--- config.mk ---
export PLATFORM = sky130hd
export DESIGN_NAME = vslc_scan_sequencer
export DESIGN_NICKNAME = d
export VERILOG_FILES = /design/src/rtl/vslc_scan_sequencer.sv
export SDC_FILE = /design/constraint.sdc
export NUM_CORES = 1
export LEC_CHECK = 0
export BUFFER_PORTS_ARGS = -buffer_cell sky130_fd_sc_hd__buf_2
export CAP_MARGIN = 20
export CELL_PAD_IN_SITES_DETAIL_PLACEMENT = 0
export CELL_PAD_IN_SITES_GLOBAL_PLACEMENT = 1
export CORE_MARGIN = 2
export CORE_UTILIZATION = 41
export CTS_CLUSTER_DIAMETER = 80
export DETAILED_ROUTE_END_ITERATION = 8
export GPL_TIMING_DRIVEN = 0
export PLACE_DENSITY = 0.95
export SYNTH_ARGS = -nofsm -noshare
export SYNTH_HDL_FRONTEND = slang
export SYNTH_SLANG_ARGS = --single-unit
--- constraint.sdc ---
create_clock -name clk -period 5.2 [get_ports clk]
set_input_delay 0.78 -clock clk [delete_from_list [all_inputs] [get_ports clk]]
set_output_delay 0.78 -clock clk [all_outputs]
set_load 0.005 [all_outputs]
--- src/rtl/vslc_scan_sequencer.sv ---
// Scan-cycle controller for the vslc logic core: latch inputs, fetch/execute
// every instruction of the program, commit outputs, repeat while run is high.
module vslc_scan_sequencer #(
  parameter int ADDR_W  = 8,
  parameter int INSTR_W = 16,
  parameter int WDT_W   = 12
) (
  input  logic               clk,
  input  logic               rst_n,
  input  logic               run,
  input  logic [ADDR_W-1:0]  prog_len,
  input  logic               ovr_clr,
  output logic               fetch_req,
  output logic [ADDR_W-1:0]  fetch_addr,
  input  logic               fetch_ack,
  input  logic [INSTR_W-1:0] fetch_data,
  output logic               exec_valid,
  output logic [INSTR_W-1:0] exec_instr,
  input  logic               exec_done,
  output logic               in_latch,
  output logic               out_commit,
  output logic               addr_strobe,
  output logic               scan_cycle_clk,
  output logic               scan_overrun,
  output logic               busy
);

  // Handshakes: fetch_req stays high in FETCH until a one-cycle fetch_ack is
  // sampled; exec_valid stays high in EXEC until a one-cycle exec_done is
  // sampled. Pulses seen in any other state are ignored.
  typedef enum logic [2:0] {
    S_IDLE   = 3'd0,
    S_LATCH  = 3'd1,
    S_FETCH  = 3'd2,
    S_EXEC   = 3'd3,
    S_COMMIT = 3'd4
  } state_e;

  localparam logic [WDT_W-1:0] WDT_MAX = '1;

  state_e             state_q, state_d;
  logic [ADDR_W-1:0]  pc_q, pc_d;
  logic [ADDR_W-1:0]  len_q, len_d;
  logic [INSTR_W-1:0] instr_q, instr_d;
  logic [WDT_W-1:0]   wdt_q, wdt_d;
  logic               ovr_q, ovr_d;
  logic               sclk_q, sclk_d;
  logic               strobe_q, strobe_d;
  logic               in_scan;
  logic               wdt_exp;
  logic               last_instr;

  always_ff @(posedge clk) begin
    if (!rst_n) begin
      state_q  <= S_IDLE;
      pc_q     <= '0;
      len_q    <= '0;
      instr_q  <= '0;
      wdt_q    <= '0;
      ovr_q    <= 1'b0;
      sclk_q   <= 1'b0;
      strobe_q <= 1'b0;
    end else begin
      state_q  <= state_d;
      pc_q     <= pc_d;
      len_q    <= len_d;
      instr_q  <= instr_d;
      wdt_q    <= wdt_d;
      ovr_q    <= ovr_d;
      sclk_q   <= sclk_d;
      strobe_q <= strobe_d;
    end
  end

  always_comb begin
    in_scan    = (state_q == S_FETCH) || (state_q == S_EXEC);
    wdt_exp    = in_scan && (wdt_q == WDT_MAX);
    last_instr = (pc_q == (len_q - ADDR_W'(1)));

    state_d = state_q;
    pc_d    = pc_q;
    len_d   = len_q;
    instr_d = instr_q;
    wdt_d   = wdt_q;
    sclk_d  = sclk_q;

    // Watchdog expiry outranks a coincident ack/done.
    case (state_q)
      S_IDLE: begin
        if (run && (prog_len != '0) && !ovr_q) state_d = S_LATCH;
      end
      S_LATCH: begin
        len_d   = prog_len;
        pc_d    = '0;
        wdt_d   = '0;
        state_d = S_FETCH;
      end
      S_FETCH: begin
        if (wdt_exp) begin
          state_d = S_IDLE;
        end else if (fetch_ack) begin
          instr_d = fetch_data;
          state_d = S_EXEC;
        end
      end
      S_EXEC: begin
        if (wdt_exp) begin
          state_d = S_IDLE;
        end else if (exec_done) begin
          if (last_instr) begin
            state_d = S_COMMIT;
          end else begin
            pc_d    = pc_q + ADDR_W'(1);
            state_d = S_FETCH;
          end
        end
      end
      S_COMMIT: begin
        sclk_d  = ~sclk_q;
        state_d = run ? S_LATCH : S_IDLE;
      end
      default: state_d = S_IDLE;
    endcase

    if (in_scan && (wdt_q != WDT_MAX)) wdt_d = wdt_q + WDT_W'(1);

    // A coincident expiry keeps the flag set even if ovr_clr is pulsed.
    if (wdt_exp)      ovr_d = 1'b1;
    else if (ovr_clr) ovr_d = 1'b0;
    else              ovr_d = ovr_q;

    strobe_d = (state_d == S_FETCH) && (state_q != S_FETCH);
  end

  always_comb begin
    fetch_req      = (state_q == S_FETCH);
    exec_valid     = (state_q == S_EXEC);
    in_latch       = (state_q == S_LATCH);
    out_commit     = (state_q == S_COMMIT);
    busy           = (state_q != S_IDLE);
    addr_strobe    = strobe_q;
    fetch_addr     = pc_q;
    exec_instr     = instr_q;
    scan_cycle_clk = sclk_q;
    scan_overrun   = ovr_q;
  end

endmodule

==> impl_metrics.ini <==
[logic_synthesis]
yosysWarnings = 0
syn_inst = 286
synth_edf_count = 0
ys_seq_area_frac = 0.4251
synth_ff_type = dfxtp_1
ys_types = 45
syn-num-nets = 319
netlist_area_um2 = 2355
async_reset_ff_frac = 0
synth_seq_cells = 50
synth_area_per_cell_um2 = 8.233

[worst_setup_path]
cp_data_required_time_ps = 5410
cp_cell_sequence = ha_1, nand3_1, nor3_1, nand4_1, nand3_1, clkbuf_1, buf_2, mux2i_1, nor2_1
r2r-start = wdt_q[0]$_SDFFE_PN0P_
critical_path_class = reg -> reg
arrival_ps = 3080
crit_path_frequent_cell = nand3_1
max_stage_delay_ps = 500
path_max_fanout = 10
critPathLaunchType = flop
crit_start = wdt_q[0]$_SDFFE_PN0P_
critical-path-top-delay-family = simple AND/OR/NAND/NOR gates
cp_num_cells = 9
reg2regPathDepth = 9
cp_slowest_cell = nor3_1
crit_buf_inv = 2
crit_path_end_kind = flop

[global_route]
antenna_found_initial = 0
grt_pass1_vias = 1932
overflow = 0
grt_pass1_wl_mm = 8.859
grt_max_degree = 19
grtUsageTotal = 0.1770

[drt]
drt-vias-per-instance = 5.178
final_antenna_net_count = 0
avgRoutedWirePerCell_um = 12.81
first_pass_iters = 4
drc = 0
routed_wl_mm = 5.472
dr.first_iter.drc_count = 101
vias = 2211

[pwr]
ir_worst_vdd_v = 0.0001488
total_power_mw = 0.7611
p_leak_nw = 1.288
cellPowerDensity_nw_per_um2 = 267.3

[die]
die_y_um = 79.79
die_w_um = 79.79
rows = 27
ios = 62
coreArea_um2 = 5540
die-area_um2 = 6366
start_util = 0.4250

[clock_network]
post_cts_buffers = 0
clkLatencyLatePin_ps = 320
cts_buffer_depth = 2
postCtsHoldBufs = 0
root_buffer = clkbuf_8
h-tree-depth = 2
cts-resized-gates = 0
clkTransAtPathRegs_ps = 110
clock_sinks = 50
cts_tree = built
cts_buffers = 5

[timing]
final-setup-viol-count = 0
finalCriticalPeriod_ps = 2874
period_share = 0.5526
hold_ws_ps = 474.0
fin_skew_ps = 10.99
drv_slew = 0
relSlewSlack = 0.4687
clock.fmax_mhz = 348.0
rsz0062_at_grt = false
timing_hold_violations_final = 0
tightest_slew_ps = 789.6
finalSetupTns_ps = 0

[final_layout]
antenna_cells = 0
finish.utilization = 0.5140
area_growth_pct = 20.94
fin_nets = 387
drive_above_1_share = 0.2169

[placed_design]
portBuffers = 61
dp_hpwl_mm = 4.120
gp_congestion = 0.7975

[min_path]
hp-class = reg -> reg
hold_depth = 2
hp-start = len_q[7]$_SDFFE_PN0P_

[status]
status = finished clean

[flow_run]
maxCapViolCount = 0
-- flip-flops by register name, summed over array words and instances (netlist names) --
name and count:
addr_strobe 1, scan_overrun 1, state_q 3, scan_cycle_clk 1, fetch_addr 8, wdt_q 12, len_q 8, exec_instr 16
-- routing by layer --
layer  up-vias  global-route usage  part of all wire
li1       1138                   -                 -
met1       999              0.2391              0.48
met2        69              0.2782              0.44
met3         5             0.05090             0.069
met4         0             0.04576            0.0088
met5         -                   0                 0
-- worst paths after layout --
path	endpoint	slack, ps
setup / recovery	exec_instr[7]$_SDFFE_PN0P_	2330
hold / removal	len_q[7]$_SDFFE_PN0P_	470
hold reg to reg	len_q[7]$_SDFFE_PN0P_	470
setup reg to reg	exec_instr[7]$_SDFFE_PN0P_	2330
-- stage by stage --
stage	setup slack, ps	cells	instance area, um^2
finish	2326	427	2848
detailed placement	2303	419	2750
CTS	2296	427	2848
global placement	2347	419	2750
global route	2026	427	2848
floorplan	2618	286	2355
-- area by class of cell --
| cell class | instances | area, um^2 |
|---|---|---|
| Clock inverter | 3 | 28.78 |
| Fill cell | 597 | 2693 |
| Timing Repair Buffer | 61 | 305.3 |
| Clock buffer | 5 | 68.82 |
| Inverter | 9 | 33.78 |
| Multi-Input combinational cell | 214 | 1262 |
| Buffer | 13 | 57.56 |
| Sequential cell | 50 | 1001 |
| Tap cell | 72 | 90.09 |
-- placed cells by master, fill, tap and decap left out, types with 5 or more instances in the layout --
master	netlist	routed
o21ai_1	13	13
nor2_1	38	38
xnor2_1	8	8
nand3_1	10	10
or3_1	6	6
nand2b_1	5	5
mux2i_1	16	16
clkbuf_8	0	5
dfxtp_1	50	50
buf_2	1	62
a21oi_1	31	31
clkbuf_1	10	10
nand2_1	28	28
inv_1	7	7
-- power breakdown --
group / switching, mW / total, mW / internal (mW)
clock network: 0.146 / 0.247 / 0.101
logic: 0.0624 / 0.111 / 0.0485
registers: 0.00943 / 0.403 / 0.394
-- tightest hold or removal path: cells and delay by family (launching register included) --
kind | cells | cell delay [ps]
simple gates | 1 | 60
compound gates | 1 | 50
flops | 1 | 330
-- cell families (layout without fill, tap and decap cells) --
kind of cell    count (synthesis)  count (layout)  share of synthesized area
buf+inv                        22              91                    0.03879
mux                            16              16                    0.06801
fa+ha+maj                       3               3                    0.01594
flops                          50              50                     0.4251
compound gates                 64              64                     0.1599
simple gates                  119             119                     0.2476
xor+xnor                       12              12                    0.04463
-- cell usage after synthesis, types with 3 or more instances --
master	number	area, um^2
nor2b_1	3	18.77
nor2_1	38	142.6
o21ai_1	13	65.06
nor3_1	3	15.01
a21oi_1	31	155.2
mux2i_1	16	160.2
and2_1	4	25.02
dfxtp_1	50	1001
nand4_1	4	25.02
inv_1	7	26.28
clkbuf_1	10	37.54
or3_1	6	37.54
and3_1	3	18.77
nand2b_1	5	31.28
xnor2_1	8	70.07
nand3_1	10	50.05
nand2_1	28	105.1
xor2_1	4	35.03
nor4_1	4	25.02
ha_1	3	37.54
nand3b_1	4	30.03
a31oi_1	3	18.77
(Power assumes the default switching activity.)
